==> src/rtl/des_key_mix.sv <==
// DES round front end: expands the right half-block with table E, mixes in the round
// subkey, and tags each word with its round index through a two-stage elastic pipeline.
module des_key_mix #(
    parameter int NUM_ROUNDS = 16
) (
    input  logic        CLK,
    input  logic        RST,
    input  logic        IN_VALID,
    output logic        IN_READY,
    input  logic [32:1] IN_R,
    input  logic [48:1] IN_K,
    input  logic        IN_FIRST,
    output logic        OUT_VALID,
    input  logic        OUT_READY,
    output logic [48:1] OUT_X,
    output logic [3:0]  OUT_ROUND,
    output logic        OUT_LAST,
    output logic        SEQ_ERR
);

    localparam logic [3:0] LAST_ROUND = 4'(NUM_ROUNDS - 1);

    logic        r_a_valid;
    logic [48:1] r_a_x;
    logic [3:0]  r_a_round;
    logic        r_b_valid;
    logic [48:1] r_b_x;
    logic [3:0]  r_b_round;
    logic        r_b_last;
    logic [3:0]  r_rc;
    logic        r_seq_err;

    logic        w_load_b;
    logic        w_accept;
    logic [3:0]  w_tag;
    logic [48:1] w_e;
    logic [48:1] w_x;

    // Table E; IN_R[33-n] is FIPS bit n and the MSB of w_e is FIPS output bit 1.
    assign w_e = {IN_R[1],  IN_R[32], IN_R[31], IN_R[30], IN_R[29], IN_R[28],
                  IN_R[29], IN_R[28], IN_R[27], IN_R[26], IN_R[25], IN_R[24],
                  IN_R[25], IN_R[24], IN_R[23], IN_R[22], IN_R[21], IN_R[20],
                  IN_R[21], IN_R[20], IN_R[19], IN_R[18], IN_R[17], IN_R[16],
                  IN_R[17], IN_R[16], IN_R[15], IN_R[14], IN_R[13], IN_R[12],
                  IN_R[13], IN_R[12], IN_R[11], IN_R[10], IN_R[9],  IN_R[8],
                  IN_R[9],  IN_R[8],  IN_R[7],  IN_R[6],  IN_R[5],  IN_R[4],
                  IN_R[5],  IN_R[4],  IN_R[3],  IN_R[2],  IN_R[1],  IN_R[32]};

    assign w_x      = w_e ^ IN_K;
    assign w_load_b = !r_b_valid || OUT_READY;
    assign IN_READY = !r_a_valid || w_load_b;
    assign w_accept = IN_VALID && IN_READY;
    assign w_tag    = IN_FIRST ? 4'd0 : r_rc;

    always_ff @(posedge CLK or posedge RST) begin
        if (RST) begin
            r_a_valid <= 1'b0;
            r_a_x     <= '0;
            r_a_round <= '0;
        end else if (w_accept) begin
            r_a_valid <= 1'b1;
            r_a_x     <= w_x;
            r_a_round <= w_tag;
        end else if (w_load_b) begin
            r_a_valid <= 1'b0;
        end
    end

    // Stage B holds while the downstream stalls, keeping the outputs stable.
    always_ff @(posedge CLK or posedge RST) begin
        if (RST) begin
            r_b_valid <= 1'b0;
            r_b_x     <= '0;
            r_b_round <= '0;
            r_b_last  <= 1'b0;
        end else if (w_load_b) begin
            r_b_valid <= r_a_valid;
            if (r_a_valid) begin
                r_b_x     <= r_a_x;
                r_b_round <= r_a_round;
                r_b_last  <= (r_a_round == LAST_ROUND);
            end
        end
    end

    always_ff @(posedge CLK or posedge RST) begin
        if (RST) begin
            r_rc      <= '0;
            r_seq_err <= 1'b0;
        end else if (w_accept) begin
            r_rc <= (w_tag == LAST_ROUND) ? 4'd0 : w_tag + 4'd1;
            if ((IN_FIRST && r_rc != 4'd0) || (!IN_FIRST && r_rc == 4'd0))
                r_seq_err <= 1'b1;
        end
    end

    assign OUT_VALID = r_b_valid;
    assign OUT_X     = r_b_x;
    assign OUT_ROUND = r_b_round;
    assign OUT_LAST  = r_b_last;
    assign SEQ_ERR   = r_seq_err;

endmodule

==> config.mk <==
export PLATFORM = sky130hd
export DESIGN_NAME = des_key_mix
export DESIGN_NICKNAME = d
export VERILOG_FILES = /design/src/rtl/des_key_mix.sv
export SDC_FILE = /design/constraint.sdc
export NUM_CORES = 1
export LEC_CHECK = 0
export BUFFER_PORTS_ARGS = -buffer_cell sky130_fd_sc_hd__buf_2
export CAP_MARGIN = 20
export CORE_ASPECT_RATIO = 0.6
export CORE_MARGIN = 1.5
export CORE_UTILIZATION = 51
export CTS_CLUSTER_SIZE = 30
export DETAILED_ROUTE_END_ITERATION = 6
export PLACE_DENSITY = 0.81
export SETUP_SLACK_MARGIN = 0.05
export SLEW_MARGIN = 20
export SYNTH_ARGS = -nofsm -noshare
export SYNTH_HDL_FRONTEND = slang
export SYNTH_SLANG_ARGS = --single-unit
==> constraint.sdc <==
create_clock -name CLK -period 3.4 [get_ports CLK]
set_input_delay 0.17 -clock CLK [delete_from_list [all_inputs] [get_ports CLK]]
set_output_delay 0.17 -clock CLK [all_outputs]
set_load 0.02 [all_outputs]
==> results of run 1 <==
## worst max path at each step
stage | startpoint | end | slack [ps] | depth (start not counted)
global route | OUT_VALID | r_rc[1] | 1140 | 3
CTS | OUT_VALID | r_rc[1] | 1260 | 3
floorplan | RST | OUT_LAST | 270 | 1
global placement | OUT_VALID | r_rc[1] | 1320 | 3
finish | OUT_VALID | r_rc[1] | 1220 | 3
detailed placement | OUT_VALID | r_rc[1] | 1260 | 3
## logic make-up (layout without fill, tap and decap cells)
| kind of cell | after synthesis | count (layout) | synth area share, % |
|---|---|---|---|
| DFF | 112 | 112 | 59.96 |
| and+or+nand+nor | 17 | 17 | 2.463 |
| xor gates and xnor gates | 49 | 49 | 9.181 |
| adders and majority gates | 1 | 1 | 0.2676 |
| buffers and inverters | 26 | 162 | 2.650 |
| muxes | 59 | 59 | 14.40 |
| AOI/OAI and AO/OA | 102 | 102 | 11.08 |
## per-layer routing
layer  GRT usage, %  up-vias  share of wire (%)
met4          3.448        0               0.57
met3          7.606        9                7.1
met5              0        -                  0
li1               -     1545                  -
met1          28.80     1562                 47
met2          31.37      126                 45
## metrics by stage
step                      worst slack, ps  total power [uW]  hold slack (ps)
after floorplan                     271.0              2427            362.4
after global placement               1320              2737            438.6
after detailed placement             1259              2782            455.9
after CTS                            1259              3907            105.4
after global routing                 1145              4085            17.84
final                                1217              3870           -57.06
## registers in the layout, indices dropped and copies added (netlist names)
| register | cells |
|---|---|
| OUT_VALID | 1 |
| r_a_valid | 1 |
| OUT_LAST | 1 |
| r_rc | 4 |
| r_a_x | 48 |
| r_a_round | 4 |
| SEQ_ERR | 1 |
| OUT_ROUND | 4 |
| OUT_X | 48 |
## layout make-up
class                   count  area [um2]  area share (%)
inverters                   3       16.27          0.2827
clock inverters             5       80.08           1.392
well taps                 112       140.1           2.436
clock buffers              11       242.7           4.219
repair buffers            143       723.2           12.57
multi-input cells         228        1748           30.38
flip-flops and latches    112        2803           48.72
## cell usage in the layout (no fill, tap or decap)
master / Yosys / final
and3_1: 1 / 1
ha_1: 1 / 1
dfrtp_1: 112 / 112
inv_1: 3 / 2
clkbuf_1: 12 / 1
clkbuf_8: 0 / 1
nand3b_4: 1 / 1
clkinv_2: 0 / 1
clkbuf_16: 0 / 9
nand2b_1: 3 / 3
nand4_1: 2 / 2
and2_4: 1 / 1
inv_6: 0 / 1
buf_2: 9 / 140
o221ai_1: 1 / 1
nor4_1: 1 / 1
xnor2_1: 48 / 48
nor2b_1: 4 / 4
mux2_4: 3 / 3
clkinvlp_4: 0 / 2
bufinv_16: 0 / 2
nand2_2: 1 / 1
nand2_1: 2 / 2
a21o_1: 1 / 1
xor2_1: 1 / 1
buf_4: 0 / 3
a31oi_1: 1 / 1
nor2_1: 1 / 1
mux2_2: 54 / 54
a21oi_1: 99 / 99
mux2i_1: 2 / 2
## where the power goes
part	switching [uW]	internal, uW
sequential	169	1630
combinational	536	419
clock	455	665
## synthesized netlist by cell type
master	count	area, um2
nor2b_1	4	25.02
buf_6	2	22.52
nor4_1	1	6.260
mux2_2	54	608.1
nand4_1	2	12.51
inv_1	3	11.26
buf_2	9	45.04
and2_4	1	8.760
dfrtp_1	112	2803
mux2_4	3	45.04
clkbuf_1	12	45.04
nand2b_1	3	18.77
a31oi_1	1	6.260
nor2_1	1	3.750
xnor2_1	48	420.4
nand2_2	1	6.260
nand2_1	2	7.510
a21oi_1	99	495.5
o221ai_1	1	8.760
ha_1	1	12.51
and3_1	1	6.260
mux2i_1	2	20.02
a21o_1	1	7.510
nand3b_4	1	20.02
xor2_1	1	8.760
==> report_table.html, run 1 <==
<table>
<tr><th>Metric</th><th>Value</th></tr>
<tr><th colspan="2">Setup path</th></tr>
<tr><td>WS Path Type</td><td>reg -&gt; reg</td></tr>
<tr><td>Number of cells on the worst reg-to-reg path</td><td>3</td></tr>
<tr><td>Worst path max stage delay</td><td>670 ps</td></tr>
<tr><td>Req. time, crit path</td><td>3630 ps</td></tr>
<tr><td>Largest fanout of any net on the critical path</td><td>57</td></tr>
<tr><td>Startpoint Class</td><td>register</td></tr>
<tr><td>Internal reg-to-reg setup slack</td><td>1220 ps</td></tr>
<tr><td>CP Capture Type</td><td>register</td></tr>
<tr><td>Buffers &amp; Inverters on Critical Path</td><td>0</td></tr>
<tr><td>Cell with the largest stage delay on the worst path</td><td>and2_4</td></tr>
<tr><td>R2R Path End</td><td>r_rc[1]</td></tr>
<tr><td>Reg2Reg Launch Point</td><td>OUT_VALID</td></tr>
<tr><td>CP delay by family, top</td><td>simple AND/OR/NAND/NOR gates</td></tr>
<tr><td>Data arrival time of the worst path</td><td>2410 ps</td></tr>
<tr><td>CP Cell Sequence</td><td>nand3b_4 &gt; and2_4 &gt; mux2_2</td></tr>
<tr><th colspan="2">Place</th></tr>
<tr><td>Cell area reported after detailed placement</td><td>5428 um2</td></tr>
<tr><td>Placer Congestion</td><td>0.7523</td></tr>
<tr><td>IO buf count</td><td>140</td></tr>
<tr><td>Placed insts</td><td>598</td></tr>
<tr><td>Placed wire-length estimate after detailed placement</td><td>6366 um</td></tr>
<tr><th colspan="2">GRT</th></tr>
<tr><td>Number of antenna violations at the first check in global routing</td><td>0</td></tr>
<tr><td>Wire length of the first global-routing pass</td><td>15,730 um</td></tr>
<tr><td>Maximum number of pins on one net before global-route repair</td><td>86</td></tr>
<tr><td>Vias in the first global route</td><td>3,236</td></tr>
<tr><td>Global routing usage summed across all routing layers</td><td>20.59%</td></tr>
<tr><td>Aggregate global routing overflow</td><td>0</td></tr>
<tr><th colspan="2">Clock tree</th></tr>
<tr><td>Hold buffer count at cts</td><td>0</td></tr>
<tr><td>TritonCTS clock tree</td><td>built</td></tr>
<tr><td>Register clock-pin slew on the reported worst setup and hold paths</td><td>70 ps</td></tr>
<tr><td>Post-cts resize count</td><td>0</td></tr>
<tr><td>Clock Latency Late Sink</td><td>340 ps</td></tr>
<tr><td>Sinks on the clock net</td><td>112</td></tr>
<tr><td>Buffer depth of the longest clock path</td><td>2</td></tr>
<tr><td>Post-CTS Repair Setup Buffers</td><td>0</td></tr>
<tr><td>CTS H-tree depth</td><td>3</td></tr>
<tr><td>Clock root buffer master</td><td>clkbuf_16</td></tr>
<tr><td>Number of CTS-inserted buffers</td><td>9</td></tr>
<tr><th colspan="2">Synth</th></tr>
<tr><td>Synth Register Bits</td><td>112</td></tr>
<tr><td>Mean area per synthesized cell</td><td>12.77 um2</td></tr>
<tr><td>Warnings from Yosys</td><td>0</td></tr>
<tr><td>Mapped cell area</td><td>4674 um2</td></tr>
<tr><td>Seq/Total Area, Yosys</td><td>59.96%</td></tr>
<tr><td>Number of distinct library cells after synthesis</td><td>25</td></tr>
<tr><td>Net count of the mapped netlist</td><td>452</td></tr>
<tr><td>Instance count of the mapped netlist</td><td>366</td></tr>
<tr><th colspan="2">Power and ir drop</th></tr>
<tr><td>Power density relative to cell area</td><td>672.7 nW/um2</td></tr>
<tr><td>Leakage dissipation</td><td>0.002524 uW</td></tr>
<tr><td>Maximum VDD drop</td><td>0.3874 mV</td></tr>
<tr><th colspan="2">STA</th></tr>
<tr><td>Transition at the pin with the smallest max-transition slack</td><td>744.3 ps</td></tr>
<tr><td>Max-Slew Margin vs Limit</td><td>50.38%</td></tr>
<tr><td>Final setup violation count</td><td>0</td></tr>
<tr><td>Maximum clock rate</td><td>0.4581 GHz</td></tr>
<tr><td>Setup repair after global routing missed its margin</td><td>no</td></tr>
<tr><td>Final hold viol count</td><td>54</td></tr>
<tr><td>Clock Skews</td><td>5.524 ps</td></tr>
<tr><td>Number of max-slew violations in the final report</td><td>0</td></tr>
<tr><td>Minimum clock period after layout</td><td>2183 ps</td></tr>
<tr><td>Period Utilization, post-route</td><td>64.20%</td></tr>
<tr><td>Sum of negative setup slack</td><td>0 ps</td></tr>
<tr><td>Final Hold Slack</td><td>-57.06 ps</td></tr>
<tr><th colspan="2">Floorplanning</th></tr>
<tr><td>Die footprint</td><td>9768 um2</td></tr>
<tr><td>Row cnt</td><td>26</td></tr>
<tr><td>Initial core utilization</td><td>53.82%</td></tr>
<tr><td>Die height</td><td>77.16 um</td></tr>
<tr><td>Count of pins on the block boundary</td><td>141</td></tr>
<tr><td>Width of the chip</td><td>126.6 um</td></tr>
<tr><td>Floorplan Core Area</td><td>8686 um2</td></tr>
<tr><th colspan="2">Worst hold path</th></tr>
<tr><td>Class of the tightest hold or removal check</td><td>in -&gt; async</td></tr>
<tr><th colspan="2">Cells and area</th></tr>
<tr><td>Share of final-layout standard cells stronger than drive strength 1</td><td>43.63%</td></tr>
<tr><td>Total non-filler cell area in the finished layout</td><td>5753 um2</td></tr>
<tr><td>Count of non-filler cells in the finished layout</td><td>614</td></tr>
<tr><td>Count of fill cells added during filler insertion</td><td>672</td></tr>
<tr><td>Fraction of the core area covered by cells at the end of the flow</td><td>66.23%</td></tr>
<tr><td>Area growth, synth to finish</td><td>23.07%</td></tr>
<tr><td>Count of nets after finishing</td><td>583</td></tr>
<tr><td>Antenna cells</td><td>0</td></tr>
<tr><th colspan="2">Status</th></tr>
<tr><td>Violated checks</td><td>negative hold slack</td></tr>
<tr><td>Result of the run</td><td>complete, but fails checks</td></tr>
<tr><th colspan="2">Route</th></tr>
<tr><td>Routed vias/inst</td><td>5.280</td></tr>
<tr><td>Via count</td><td>3,242</td></tr>
<tr><td>Antenna violation net count after detailed routing</td><td>0</td></tr>
<tr><td>Final WL</td><td>9594 um</td></tr>
<tr><td>WL/cell</td><td>15.63 um</td></tr>
<tr><td>Total DRC errors in the routed layout</td><td>0</td></tr>
<tr><td>Initial detailed-routing violation count</td><td>246</td></tr>
<tr><td>DR pass1 iterations</td><td>5</td></tr>
<tr><th colspan="2">Job</th></tr>
<tr><td>Max-capacitance violation count</td><td>0</td></tr>
</table>
No activity file was read; power rests on OpenSTA's default activity.
==> run 2: changes to the inputs <==
Clock period 3.4 ns to 2.09 ns, I/O delays scaled along.
==> run 2 against run 1 <==
Compared with the run above:
- sequential power up 62%
- the flow now finishes without violations
- worst setup slack worse by 890 ps
- global-route usage up 0.64 points
- combinational power up 65%
- clock skew down 1.5 ps
- critical endpoint is now IN_READY
- count of clock-buffer cells in the layout down 1
- via count up 2.0%
==> report_table.html, run 2 (synthesized netlist as in run 1, its figures left out) <==
<table>
<tr><th>Metric</th><th>Value</th></tr>
<tr><th colspan="2">Floorplanning</th></tr>
<tr><td>Row cnt</td><td>26</td></tr>
<tr><td>Die footprint</td><td>9768 um2</td></tr>
<tr><td>Die height</td><td>77.16 um</td></tr>
<tr><td>Initial core utilization</td><td>53.82%</td></tr>
<tr><td>Floorplan Core Area</td><td>8686 um2</td></tr>
<tr><td>Width of the chip</td><td>126.6 um</td></tr>
<tr><td>Count of pins on the block boundary</td><td>141</td></tr>
<tr><th colspan="2">Route</th></tr>
<tr><td>Antenna violation net count after detailed routing</td><td>0</td></tr>
<tr><td>WL/cell</td><td>15.72 um</td></tr>
<tr><td>Total DRC errors in the routed layout</td><td>0</td></tr>
<tr><td>Routed vias/inst</td><td>5.344</td></tr>
<tr><td>Initial detailed-routing violation count</td><td>180</td></tr>
<tr><td>DR pass1 iterations</td><td>4</td></tr>
<tr><td>Via count</td><td>3,308</td></tr>
<tr><td>Final WL</td><td>9728 um</td></tr>
<tr><th colspan="2">STA</th></tr>
<tr><td>Final hold viol count</td><td>0</td></tr>
<tr><td>Clock Skews</td><td>3.979 ps</td></tr>
<tr><td>Number of max-slew violations in the final report</td><td>0</td></tr>
<tr><td>Max-Slew Margin vs Limit</td><td>61.25%</td></tr>
<tr><td>Minimum clock period after layout</td><td>1758 ps</td></tr>
<tr><td>Sum of negative setup slack</td><td>0 ps</td></tr>
<tr><td>Transition at the pin with the smallest max-transition slack</td><td>581.3 ps</td></tr>
<tr><td>Final setup violation count</td><td>0</td></tr>
<tr><td>Setup repair after global routing missed its margin</td><td>no</td></tr>
<tr><td>Period Utilization, post-route</td><td>84.13%</td></tr>
<tr><td>Maximum clock rate</td><td>0.5687 GHz</td></tr>
<tr><th colspan="2">Cells and area</th></tr>
<tr><td>Count of fill cells added during filler insertion</td><td>688</td></tr>
<tr><td>Count of nets after finishing</td><td>588</td></tr>
<tr><td>Area growth, synth to finish</td><td>24.38%</td></tr>
<tr><td>Commonest cells after routing, fill and taps aside</td><td>140 x buf_2, 112 x dfrtp_1, 99 x a21oi_1</td></tr>
<tr><td>Most frequent standard cell in the layout excluding fill and tap cells</td><td>buf_2</td></tr>
<tr><td>Share of final-layout standard cells stronger than drive strength 1</td><td>44.18%</td></tr>
<tr><td>Antenna cells</td><td>0</td></tr>
<tr><td>Count of non-filler cells in the finished layout</td><td>619</td></tr>
<tr><th colspan="2">GRT</th></tr>
<tr><td>Met2 usage</td><td>34.59%</td></tr>
<tr><td>Met3 Usage GRT</td><td>5.652%</td></tr>
<tr><td>Vias in the first global route</td><td>3,330</td></tr>
<tr><td>GR Util met1</td><td>28.86%</td></tr>
<tr><td>Global routing usage summed across all routing layers</td><td>21.23%</td></tr>
<tr><td>Aggregate global routing overflow</td><td>0</td></tr>
<tr><td>Wire length of the first global-routing pass</td><td>16,310 um</td></tr>
<tr><td>Maximum number of pins on one net before global-route repair</td><td>60</td></tr>
<tr><td>Most congested layer reported by global routing</td><td>met2</td></tr>
<tr><td>Number of antenna violations at the first check in global routing</td><td>0</td></tr>
<tr><th colspan="2">Clock tree</th></tr>
<tr><td>Post-cts resize count</td><td>0</td></tr>
<tr><td>Register clock-pin slew on the reported worst setup and hold paths</td><td>70 ps</td></tr>
<tr><td>Sinks on the clock net</td><td>112</td></tr>
<tr><td>Clock root buffer master</td><td>clkbuf_16</td></tr>
<tr><td>Clock Latency Late Sink</td><td>340 ps</td></tr>
<tr><td>Buffer depth of the longest clock path</td><td>2</td></tr>
<tr><td>CTS H-tree depth</td><td>3</td></tr>
<tr><td>TritonCTS clock tree</td><td>built</td></tr>
<tr><td>Number of CTS-inserted buffers</td><td>9</td></tr>
<tr><th colspan="2">Place</th></tr>
<tr><td>Placed wire-length estimate after detailed placement</td><td>6377 um</td></tr>
<tr><td>Placer Congestion</td><td>0.8069</td></tr>
<tr><td>Placed insts</td><td>602</td></tr>
<tr><td>IO buf count</td><td>140</td></tr>
<tr><th colspan="2">Power and ir drop</th></tr>
<tr><td>Power density relative to cell area</td><td>1070 nW/um2</td></tr>
<tr><td>Leakage dissipation</td><td>0.002554 uW</td></tr>
<tr><td>Maximum VDD drop</td><td>0.5628 mV</td></tr>
<tr><th colspan="2">Job</th></tr>
<tr><td>Max-capacitance violation count</td><td>0</td></tr>
<tr><th colspan="2">Status</th></tr>
<tr><td>Result of the run</td><td>finished, final reports clean</td></tr>
<tr><th colspan="2">Setup path</th></tr>
<tr><td>Data arrival time of the worst path</td><td>1650 ps</td></tr>
<tr><td>Number of cells on the worst reg-to-reg path</td><td>4</td></tr>
<tr><td>WS Path Type</td><td>reg -&gt; out</td></tr>
<tr><td>Req. time, crit path</td><td>1990 ps</td></tr>
<tr><td>Internal reg-to-reg setup slack</td><td>650 ps</td></tr>
<tr><td>CP Capture Type</td><td>primary output</td></tr>
<tr><td>Largest fanout of any net on the critical path</td><td>53</td></tr>
<tr><td>Startpoint Class</td><td>register</td></tr>
<tr><th colspan="2">Worst hold path</th></tr>
<tr><td>Instance count along the most critical hold path</td><td>3</td></tr>
<tr><td>Class of the tightest hold or removal check</td><td>in -&gt; reg</td></tr>
</table>
-- run 2: worst paths after layout --
path	to	start
hold / removal	r_a_x[33]	IN_R[22]
setup reg to reg	r_rc[2]	r_a_valid
setup / recovery	IN_READY	r_a_valid
min in group asynchronous	OUT_X[15]	RST
hold reg to reg	SEQ_ERR	SEQ_ERR
max in group asynchronous	OUT_X[4]	RST
-- run 2: repair_timing --
item                      in CTS  in global routing
hold endpoints to repair       9                  0
setup buffers                  0                  0
hold buffers                   1                  0
-- run 2: power breakdown --
| part | internal, uW | switching (uW) |
|---|---|---|
| sequential | 2650 | 273 |
| combinational | 699 | 880 |
| clock | 966 | 758 |
-- run 2: cell type report --
cell class                      instances  area [um2]  area share (%)
Tap cell                              112       140.1           2.410
Inverter                                3       15.01          0.2582
Timing Repair Buffer                  148       800.8           13.77
Multi-Input combinational cell        228        1748           30.06
Clock buffer                           10       239.0           4.110
Sequential cell                       112        2803           48.20
Clock inverter                          6       68.82           1.184
-- run 2: critical path, stage by stage (launching register included) --
cell,delay [ps]
dfrtp_1,430
nand3b_4,100
buf_4,480
buf_2,270
-- run 2: layer usage --
metal | vias to the layer above | share of wire [%]
li1 | 1538 | -
met1 | 1637 | 45
met2 | 123 | 47
met3 | 10 | 6.4
met4 | 0 | 0.88
met5 | - | 0
-- run 2: per-stage QoR --
step	setup slack, ps	utilization (%)	hold WS (ps)	total power [uW]	instance area, um2
after floorplan	628.0	-	296.9	3949	4678
after global placement	719.1	63.28	78.54	4473	5497
after detailed placement	687.2	63.28	80.89	4548	5497
after CTS	320.5	66.94	31.74	6286	5814
after global routing	237.5	66.94	41.49	6557	5814
final	331.6	66.94	43.31	6223	5814
